$ cat src/rtl/store_buffer.sv
// store_buffer: posted-write FIFO between the MEM stage and data memory.
// Stores are captured in one cycle and drained while the memory port is idle.
// A younger load to a buffered address is answered from the buffer (youngest
// match wins). The pipeline stalls only when a store meets a full buffer.
// Optional feature macro: STORE_BUFFER_COALESCE_EN. When defined, a store that
// hits a buffered address overwrites that entry's data in place, unless the
// hit is the head entry being drained in the same cycle.
module store_buffer #(
   parameter int DEPTH = 4,
   parameter int AW    = 32,
   parameter int DW    = 32
) (
   input  logic                     clk,
   input  logic                     rst,
   input  logic                     cpu_mem_read,
   input  logic                     cpu_mem_write,
   input  logic [AW-1:0]            cpu_addr,
   input  logic [DW-1:0]            cpu_wdata,
   output logic [DW-1:0]            cpu_rdata,
   output logic                     stall,
   output logic                     MemRead,
   output logic                     MemWrite,
   output logic [AW-1:0]            Address,
   output logic [DW-1:0]            WriteData,
   input  logic [DW-1:0]            ReadData,
   output logic [$clog2(DEPTH):0]   count,
   output logic                     empty
);

   localparam int PW = $clog2(DEPTH);
   localparam int CW = PW + 1;
   localparam logic [PW-1:0] PTR_ONE = PW'(1);
   localparam logic [CW-1:0] CNT_ONE = CW'(1);
   localparam logic [CW-1:0] CNT_FULL = CW'(DEPTH);

   logic [AW-1:0] addr_q [DEPTH];
   logic [AW-1:0] addr_d [DEPTH];
   logic [DW-1:0] data_q [DEPTH];
   logic [DW-1:0] data_d [DEPTH];
   logic [PW-1:0] head_q, head_d;
   logic [PW-1:0] tail_q, tail_d;
   logic [CW-1:0] count_q, count_d;

   logic          hit_s;
   logic [PW-1:0] hit_idx_s;
   logic          full_s;
   logic          coalesce_s;
   logic          push_s;
   logic          pop_s;

   assign full_s = (count_q == CNT_FULL);
   assign count  = count_q;
   assign empty  = (count_q == {CW{1'b0}});

   // Find the youngest valid entry whose address matches cpu_addr.
   always_comb begin
      hit_s     = 1'b0;
      hit_idx_s = {PW{1'b0}};
      for (int k = 0; k < DEPTH; k++) begin
         if ((CW'(k) < count_q) && (addr_q[head_q + PW'(k)] == cpu_addr)) begin
            hit_s     = 1'b1;
            hit_idx_s = head_q + PW'(k);
         end else begin
            hit_s     = hit_s;
            hit_idx_s = hit_idx_s;
         end
      end
   end

   // Decide whether a store merges into an existing entry.
   always_comb begin
`ifdef STORE_BUFFER_COALESCE_EN
      // A full buffer whose only match is the head must drain it, so the
      // store cannot merge there and falls back to stall-and-allocate.
      coalesce_s = hit_s && !(full_s && (hit_idx_s == head_q));
`else
      coalesce_s = 1'b0;
`endif
   end

   // Memory-port arbitration, cpu outputs and next-state computation.
   always_comb begin
      cpu_rdata = {DW{1'b0}};
      stall     = 1'b0;
      MemRead   = 1'b0;
      MemWrite  = 1'b0;
      Address   = {AW{1'b0}};
      WriteData = {DW{1'b0}};
      push_s    = 1'b0;
      pop_s     = 1'b0;
      addr_d    = addr_q;
      data_d    = data_q;

      if (cpu_mem_write) begin
         // Store (also covers read+write, which returns zero read data).
         if (coalesce_s) begin
            data_d[hit_idx_s] = cpu_wdata;
         end else if (full_s) begin
            stall     = 1'b1;
            pop_s     = 1'b1;
            MemWrite  = 1'b1;
            Address   = addr_q[head_q];
            WriteData = data_q[head_q];
         end else begin
            push_s         = 1'b1;
            addr_d[tail_q] = cpu_addr;
            data_d[tail_q] = cpu_wdata;
         end
      end else if (cpu_mem_read) begin
         // Load: forward from buffer on hit, otherwise read memory.
         if (hit_s) begin
            cpu_rdata = data_q[hit_idx_s];
         end else begin
            MemRead   = 1'b1;
            Address   = cpu_addr;
            cpu_rdata = ReadData;
         end
      end else if (!empty) begin
         // Idle port: drain the oldest entry.
         pop_s     = 1'b1;
         MemWrite  = 1'b1;
         Address   = addr_q[head_q];
         WriteData = data_q[head_q];
      end else begin
         pop_s = 1'b0;
      end

      head_d  = pop_s  ? (head_q + PTR_ONE) : head_q;
      tail_d  = push_s ? (tail_q + PTR_ONE) : tail_q;
      if (push_s) begin
         count_d = count_q + CNT_ONE;
      end else if (pop_s) begin
         count_d = count_q - CNT_ONE;
      end else begin
         count_d = count_q;
      end
   end

   // Pointer and occupancy registers, cleared by the asynchronous reset.
   always_ff @(posedge clk or negedge rst) begin
      if (!rst) begin
         head_q  <= {PW{1'b0}};
         tail_q  <= {PW{1'b0}};
         count_q <= {CW{1'b0}};
      end else begin
         head_q  <= head_d;
         tail_q  <= tail_d;
         count_q <= count_d;
      end
   end

   // Entry storage; contents are only meaningful while counted as valid.
   always_ff @(posedge clk) begin
      addr_q <= addr_d;
      data_q <= data_d;
   end

endmodule

$ cat config.mk
export PLATFORM = sky130hd
export DESIGN_NAME = store_buffer
export DESIGN_NICKNAME = d
export VERILOG_FILES = /design/src/rtl/store_buffer.sv
export SDC_FILE = /design/constraint.sdc
export NUM_CORES = 1
export LEC_CHECK = 0
export CAP_MARGIN = 20
export CORE_MARGIN = 1.5
export CORE_UTILIZATION = 55
export CTS_CLUSTER_SIZE = 25
export DETAILED_ROUTE_END_ITERATION = 12
export PLACE_DENSITY = 0.79
export SLEW_MARGIN = 5
export SYNTH_ARGS = -nofsm -noshare
export SYNTH_HDL_FRONTEND = slang
export SYNTH_SLANG_ARGS = --single-unit
$ cat constraint.sdc
create_clock -name clk -period 8.15 [get_ports clk]
set_input_delay 1.2225 -clock clk [delete_from_list [all_inputs] [get_ports clk]]
set_output_delay 1.2225 -clock clk [all_outputs]
set_load 0.01 [all_outputs]
* Yosys cells after proc, flatten, opt, wreduce, memory -nomap -nowiden
Cells that the tools add are included. Widths: inputs -> output; s select.
Storage, ports and cells: output and inout port bits 103, input bits 100, register bits after elaboration 263, logic and storage cells 102
Cells by class: equality and inequality tests 5, bitwise operators 7, $add $sub $neg 6, multiplexer cells 54, reduce and logical (&&, ||, !) cells 8, order comparisons 11
Operators by type and width (number):
- $mux 32 | 25
- $bmux 32 s2 | 6
- $bwmux 128 | 2
- $eq 32x32->1 | 4
- $demux 32 s2 | 1
- $ge 3x3->1 const B | 6
- $not 2->3 | 6
- $mux 1 | 14
- $mux 2 | 4
- $lt 1x3->1 const A | 2
- $lt 2x3->1 const A | 2
- $mux 3 | 2
- $logic_and 1x1->1 | 5
- $add 2x1->2 const B | 2
- $add 2x2->2 const B | 2
- $add 3x1->3 const B | 1
- $eq 3x3->1 const B | 1
- $logic_not 3->1 | 1
- $lt 3x1->1 const B | 1
- $sub 3x1->3 const B | 1
- $reduce_and 2->1 | 1
- $reduce_bool 2->1 | 1
- $not 1->1 | 1

* Longest topological paths before layout
Gate-level depths: netlist (run 1).
depth in word-level cells 17, gate-level depth with buffers 18

* Least setup slack after synthesis (run 1)
OpenSTA, ideal clock, no wires.
kind input port to output port, start input cpu_addr[27], end output cpu_rdata[1], arrival time 4007 ps, data required time 6928 ps, stages on the path 11, path slack 2921 ps, cells stage by stage clkbuf_1 > o22ai_1 > or4_1 > a221oi_2 > nand2_1 > or3_4 > a2111oi_4 > o31a_4 > buf_12 > a211oi_2 > o31ai_2
Between the ends: cells in the longest elaborated chain, start to end 13, elaborated cells on any way between the ends 23, those cells by class eq/ne (4); mux (14); bitwise (1); reduce/logical (4)
Ends and longest elaborated chain:
- start, declared | line 17 | input logic [AW-1:0] cpu_addr,
- $eq 32x32->1 | line 60 | if ((CW'(k) < count_q) && (addr_q[head_q + PW'(k)] == cpu_addr)) begin
- $logic_and 1x1->1 | line 60
- $mux 2 (4 in series) | line 60
- $not 2->3 (not written as such) | line 112 | cpu_rdata = data_q[hit_idx_s];
- $bmux 32 s2 | line 112
- $mux 32 (not written as such) (2 in series) | line 112
- $mux 32 (*) | line 111 | if (hit_s) begin
- $mux 32 (*) | line 109 | end else if (cpu_mem_read) begin
- $mux 32 (*) | line 94 | if (cpu_mem_write) begin
- end, declared | line 19 | output logic [DW-1:0] cpu_rdata,
Mark *: on every way between the ends. The rest lies on a longest branch, timed or not. The select of a mux whose other input is x is not followed.

* Final worst setup path (run 1)
start register head_q[1], end output cpu_rdata[6]
Between the ends: cells in the longest elaborated chain, start to end 17, elaborated cells on any way between the ends 42, those cells by class add/sub (3); eq/ne (4); mux (26); bitwise (5); reduce/logical (4)
Ends and longest elaborated chain:
- start, declared | line 40 | logic [PW-1:0] head_q, head_d;
- start signal, assigned | line 142 | head_q <= {PW{1'b0}};
- $add 2x1->2 / $not 2->3 (equally long branches) | line 60, 62
- $not 2->3 (not written as such) / $bmux 32 s2 (equally long branches) | line 60
- $bmux 32 s2 / $mux 32 (equally long branches) | line 60
- $mux 32 (not written as such) | line 60
- $mux 32 (not written as such) / $eq 32x32->1 (equally long branches) | line 60
- $eq 32x32->1 / $logic_and 1x1->1 (equally long branches) | line 60
- $logic_and 1x1->1 / $mux 2 (equally long branches) | line 60
- $mux 2 (3 in series) | line 60
- $not 2->3 (not written as such) | line 112
- $bmux 32 s2 | line 112
- $mux 32 (not written as such) (2 in series) | line 112
- $mux 32 (*) | line 111
- $mux 32 (*) | line 109
- $mux 32 (*) | line 94
Marks and branches as above.

==> results.py, run 1 <==
metrics = {
    "cts": {
        "cts_buffers": 30,
        "cts_tree": "yes",
        "post_cts_resized": 0,
        "postCtsSetupRepairBufs": 0,
        "root_buffer": "clkbuf_16",
        "cts_max_level": 1,
        "insertion_delay_ns": 0.61,
        "clk_path_buf_depth": 3,
        "clock_sinks": 263,
        "hold_buffers": 0,
        "clk_pin_slew_ns": 0.06,
    },
    "cells_and_area": {
        "fillers": 2781,
        "drive_above_1_share_pct": 13.89,
        "finish.utilization_pct": 64.32,
        "syn_to_final_growth_pct": 15.73,
        "num-nets-final": 2137,
    },
    "critical_path": {
        "start_kind": "register",
        "reg2reg_slack_ns": 4.99,
        "timing.rr.end": "head_q[1]",
        "arrival_ns": 6.36,
        "critPathKind": "register to output port",
        "crit_fanout": 35,
        "worstRegToRegCells": 8,
        "crit_path_start": "head_q[1]",
        "required_ns": 6.93,
        "reg2reg_from": "count[1]",
        "critPathCaptureType": "output port",
    },
    "synth": {
        "synth_top_area_cell": "edfxtp_1",
        "yosys_most_used_dff": "edfxtp_1",
        "synth_xor_area_share_pct": 4.769,
        "synth_top_family_by_area": "compound AO/OA/AOI/OAI gates",
        "synth_top_area_share_pct": 38.05,
        "synth.avg_cell_area_sq_um": 10.42,
        "syn_nets": 2047,
        "synth.most_common_cell": "edfxtp_1",
        "yosysWarnings": 0,
        "synth_mux_area_share_pct": 15.87,
        "synth_simple_gate_area_share_pct": 13.08,
        "ys_ff_latch": 263,
        "synth.area.top_cells": "edfxtp_1, mux4_2, mux2i_1",
        "syn_inst": 1939,
        "synth_adder_area_share_pct": 0.4955,
        "seq_area_frac_synth_pct": 38.92,
        "synthTopCellsByCount": "edfxtp_1, nor2_1, nand3_1",
        "syn_area_sq_um": 20200,
        "synth_edf_count": 256,
        "async_flop_share_pct": 2.662,
        "synth_compound_area_share_pct": 20.05,
        "synthDistinctLibCells": 88,
    },
    "die": {
        "die-height_um": 194.7,
        "die_w_um": 194.7,
        "start_util_pct": 55.58,
        "dieArea_sq_um": 37890,
        "pin_count": 203,
        "num_rows": 70,
        "core-area_sq_um": 36350,
    },
    "timing": {
        "setup_ws_ns": 0.5693,
        "maxSlewHeadroom_pct": 28.32,
        "fmax_ghz": 0.1319,
        "finalSetupViolCount": 0,
        "period_minus_slack_ns": 7.581,
        "fin_tns_setup_ns": 0,
        "hold_viol_final": 0,
        "rsz0062_at_grt": "false",
        "tightest_slew_ns": 1.048,
        "slew_viol_final": 0,
        "fin_crit_sh_pct": 93.01,
        "fin_worst_skew_ns": 0.04475,
        "holdWs_ns": 0.5358,
    },
    "routing": {
        "ant_nets": 0,
        "wl_um": 64780,
        "drtIter0Drc": 2340,
        "drc": 0,
        "vias": 17410,
        "via_per_inst": 6.904,
        "wl_per_cell_um": 25.69,
        "dr.pass1.iters": 7,
    },
    "run_status": {
        "outcome": "completed",
    },
    "hold_path": {
        "min_to": "tail_q[0]",
        "hp-class": "register to register",
        "hold_depth": 1,
        "hold_start": "tail_q[0]",
    },
    "placed_design": {
        "pre_cts_slack_ns": 0.9038,
        "gp_congestion": 1.002,
        "io_buffers": 202,
        "hpwl_um": 42760,
    },
    "global_route": {
        "antenna_found_initial": 3,
        "overflow": 0,
        "grt_max_degree": 199,
        "grt_pass1_wl_um": 98960,
        "grt_pass1_vias": 16530,
        "grt_usage_pct": 33.60,
    },
    "run": {
        "maxCapViolations": 0,
    },
    "power": {
        "power_density_nw_per_um2": 326.5,
        "ir_worst_vdd_uv": 250.1,
        "leakage_nw": 8.256,
        "power.total_mw": 7.632,
    },
}
per-stage QoR:
step           instance area [sq um]  instances
6_report                       23380       2521
5_1_grt                        23380       2521
3_5_place_dp                   22310       2465
4_1_cts                        23380       2520
2_1_floorplan                  20200       1939
3_3_place_gp                   22290       2464
logic make-up (layout without fill, tap and decap cells):
kind of cell    Yosys count  in the layout
compound gates          505            505
xor+xnor                110            110
fa+ha+maj                 8              8
buf+inv                 280            393
flops                   263            263
mux                     216            216
other cells               0              1
simple gates            557            557
registers in the layout, summed over array words and instances (netlist names):
signal and cells:
tail_q 2, addr_q 128, data_q 128, count 3, head_q 2
worst max-delay path by stage:
stage                    endpoint  slack, ns  cells after the start
detailed placement  cpu_rdata[29]       0.90                     13
floorplan            cpu_rdata[1]       2.92                     11
finish               cpu_rdata[6]       0.57                     14
global route        cpu_rdata[31]       0.25                     14
global placement    cpu_rdata[29]       0.91                     13
CTS                  cpu_rdata[6]       0.61                     14
report_power, final:
part           switching [mW]  total (mW)  internal [mW]
clock network           0.585        1.47          0.882
logic                    2.28        4.04           1.77
registers               0.317        2.12           1.80
total                    3.18        7.63           4.45
per-layer routing:
layer	track usage [%]	up-vias	wire, um	part of all wire (%)
met2	52.20	1067	29600	46
met4	9.317	4	2017	3.1
met3	5.639	168	6722	10
met5	0	-	27	0.042
met1	48.68	8589	26410	41
li1	-	7577	-	-
critical path, stage by stage, from the launching register on:
cell and delay [ns]:
dfrtp_4 0.85, buf_4 0.37, buf_4 0.30, mux2i_1 0.47, o22ai_1 0.25, a21oi_1 0.31
nand4_1 0.22, a2111oi_2 0.62, o211a_2 0.89, buf_4 0.29, o22ai_1 0.08, nand3_1 0.13
a22oi_1 0.09, o31ai_2 0.30, clkdlybuf4s50_1 0.59
placed cells by master (no fill, tap or decap), drive strengths merged, types with 5 or more instances in the layout:
cell           count
xor2              24
inv               85
o2bb2ai           10
o21a              67
nand2             86
a211oi            34
o31ai             34
a22o              22
nor4              14
o31a              65
a32o              12
a2111oi            6
a21oi             18
mux2i            123
dfrtp              7
nand4             20
o21ai             80
o211ai             7
and2              36
clkbuf            38
xnor2             86
and3               8
nor2b              5
clkinv             7
nand3            139
o22ai             79
mux2              11
ha                 8
nor3              18
clkdlybuf4s50    202
bufinv             6
nor2             210
mux4              82
a222oi             7
edfxtp           256
a221oi             8
a22oi             34
buf               51
layout make-up:
class / count / area [sq um] / share of cell area [%]
clock buffers: 38 / 790.8 / 3.382
repair buffers: 253 / 2480 / 10.61
well taps: 468 / 585.6 / 2.505
flip-flops and latches: 263 / 7870 / 33.66
clock inverters: 17 / 277.8 / 1.188
multi-input cells: 1396 / 11050 / 47.26
diodes: 1 / 2.502 / 0.01070
inverters: 85 / 322.8 / 1.381
Power figures use the tool's default switching activity.
==> run 2: changes to the inputs <==
- DONT_BUFFER_PORTS: unset -> 1
- PLACE_DENSITY: 0.79 -> 0.72
==> run 2 against run 1 <==
Clock-buffer cell count fell by 4. Sequential share of layout area is 3.6 points higher. Largest power group unchanged. Die area unchanged. Critical path depth is 2 lower.
==> results.py, run 2 (synthesis gave the netlist of run 1 again) <==
metrics = {
    "run_status": {
        "outcome": "completed",
    },
    "global_route": {
        "grt_usage_pct": 32.50,
        "antenna_found_initial": 1,
        "grt_max_degree": 100,
        "grt_pass1_wl_um": 95110,
        "grt_pass1_vias": 15460,
        "overflow": 0,
    },
    "cells_and_area": {
        "drive_above_1_share_pct": 14.34,
        "fillers": 2950,
        "num-nets-final": 1914,
        "most-common-layout-cells": "edfxtp_1, nor2_1, nand3_1, mux2i_1",
        "syn_to_final_growth_pct": 4.682,
        "final_common_cell": "edfxtp_1",
        "num_antenna_cells": 0,
        "multi_input_area_sq_um": 11050,
        "regArea_sq_um": 7870,
    },
    "critical_path": {
        "critPathMaxStageDelay_ns": 1.02,
        "crit_chain": "buf_12, mux4_2, xor2_1, nor4_2, nand4_1, a2111oi_2, o211a_2, buf_12, o22ai_1, nand3_1, a22oi_1, o31ai_2",
        "arrival_ns": 6.11,
        "critPathCaptureType": "output port",
        "required_ns": 6.93,
        "cp_num_buf_inv": 2,
        "critical-path-slowest-cell": "dfrtp_4",
        "path_common_cell": "buf_12",
        "crit_fanout": 84,
        "critPathKind": "register to output port",
        "cp_top_family": "compound AO/OA/AOI/OAI gates",
        "start_kind": "register",
    },
    "run": {
        "maxCapViolations": 0,
    },
    "cts": {
        "post_cts_resized": 0,
        "postCtsSetupRepairBufs": 0,
        "cts_max_level": 1,
        "cts_tree": "yes",
        "clk_path_buf_depth": 3,
        "cts_buffers": 30,
        "insertion_delay_ns": 0.59,
        "clk_pin_slew_ns": 0.07,
        "hold_buffers": 0,
        "clock_sinks": 263,
        "root_buffer": "clkbuf_16",
    },
    "die": {
        "dieArea_sq_um": 37890,
        "pin_count": 203,
        "die_w_um": 194.7,
        "num_rows": 70,
        "core-area_sq_um": 36350,
        "die-height_um": 194.7,
        "start_util_pct": 55.58,
    },
    "placed_design": {
        "gp_congestion": 1.030,
        "io_buffers": 0,
        "hpwl_um": 40880,
    },
    "power": {
        "leakage_nw": 7.380,
        "power.total_mw": 7.155,
        "power_density_nw_per_um2": 338.3,
        "ir_worst_vdd_uv": 187.8,
    },
    "routing": {
        "top_layer": "met4",
        "met2_length_um": 28420,
        "via_per_inst": 7.155,
        "drtIter0Drc": 1838,
        "wl_per_cell_um": 27.36,
        "drt-met1-wl_um": 25190,
        "vias": 16420,
        "ant_nets": 0,
        "drc": 0,
        "wl_um": 62800,
        "dr.pass1.iters": 6,
        "wl_met3_um": 7424,
    },
    "timing": {
        "fin_tns_setup_ns": 0,
        "fmax_ghz": 0.1364,
        "maxSlewHeadroom_pct": 26.55,
        "finalSetupViolCount": 0,
        "fin_worst_skew_ns": 0.01554,
        "tightest_slew_ns": 1.102,
        "period_minus_slack_ns": 7.330,
        "slew_viol_final": 0,
        "fin_crit_sh_pct": 89.94,
        "hold_viol_final": 0,
        "rsz0062_at_grt": "false",
    },
    "hold_path": {
        "hp-class": "input pin to async pin",
    },
}
-- run 2: cell types whose count changed in the layout (fill, tap and decap cells not counted), moves of 2 or more --
cell	before	now
buf_4	45	23
clkbuf_1	7	4
clkdlybuf4s50_1	202	0
clkinv_1	1	4
clkinvlp_4	4	2
inv_6	2	0
-- run 2: cell type report --
| class | count | share of cell area (%) |
|---|---|---|
| Clock buffer | 34 | 3.621 |
| Clock inverter | 19 | 1.148 |
| Inverter | 85 | 1.521 |
| Multi-Input combinational cell | 1396 | 52.25 |
| Sequential cell | 263 | 37.21 |
| Tap cell | 468 | 2.769 |
| Timing Repair Buffer | 30 | 1.479 |
-- run 2: power breakdown --
part,total (mW),switching [mW],internal (mW)
combinational,3.64,2.16,1.48
sequential,2.12,0.310,1.81
clock,1.40,0.566,0.832
-- run 2: worst register-to-register path: stages, from the launching register on --
cell	delay, ns
dfrtp_1	0.54
inv_1	0.19
ha_1	0.31
nand2_1	0.20
and3_4	0.44
buf_4	0.77
-- run 2: worst paths after layout --
check                      depth (start not counted)  slack, ns       from            end
setup / recovery                                  12       0.82  head_q[0]  cpu_rdata[26]
hold / removal                                     0       0.33        rst      tail_q[1]
setup reg to reg                                   5       5.26   count[1]     data_q[51]
hold reg to reg                                    1       0.54  tail_q[0]      tail_q[0]
max in group asynchronous                          0       7.74        rst      head_q[1]
min in group clk                                   1       0.54  tail_q[0]      tail_q[0]
-- run 2: stage by stage --
step	hold slack [ns]	worst slack, ns	area, sq um	instances	utilization (%)
6_report	0.3264	0.8201	21150	2295	58.18
5_1_grt	0.3138	0.6646	21150	2295	58.18
4_1_cts	0.3082	0.9210	21150	2295	58.18
3_5_place_dp	0.5300	1.560	20140	2242	55.41
3_3_place_gp	0.5246	1.567	20140	2242	55.41
2_1_floorplan	0.4978	2.921	20200	1939	-
-- run 2: routing by layer --
layer	vias to the layer above	GRT usage, %
met4	0	10.16
met3	142	7.826
li1	7134	-
met1	8143	45.65
met2	1001	49.85
met5	-	0
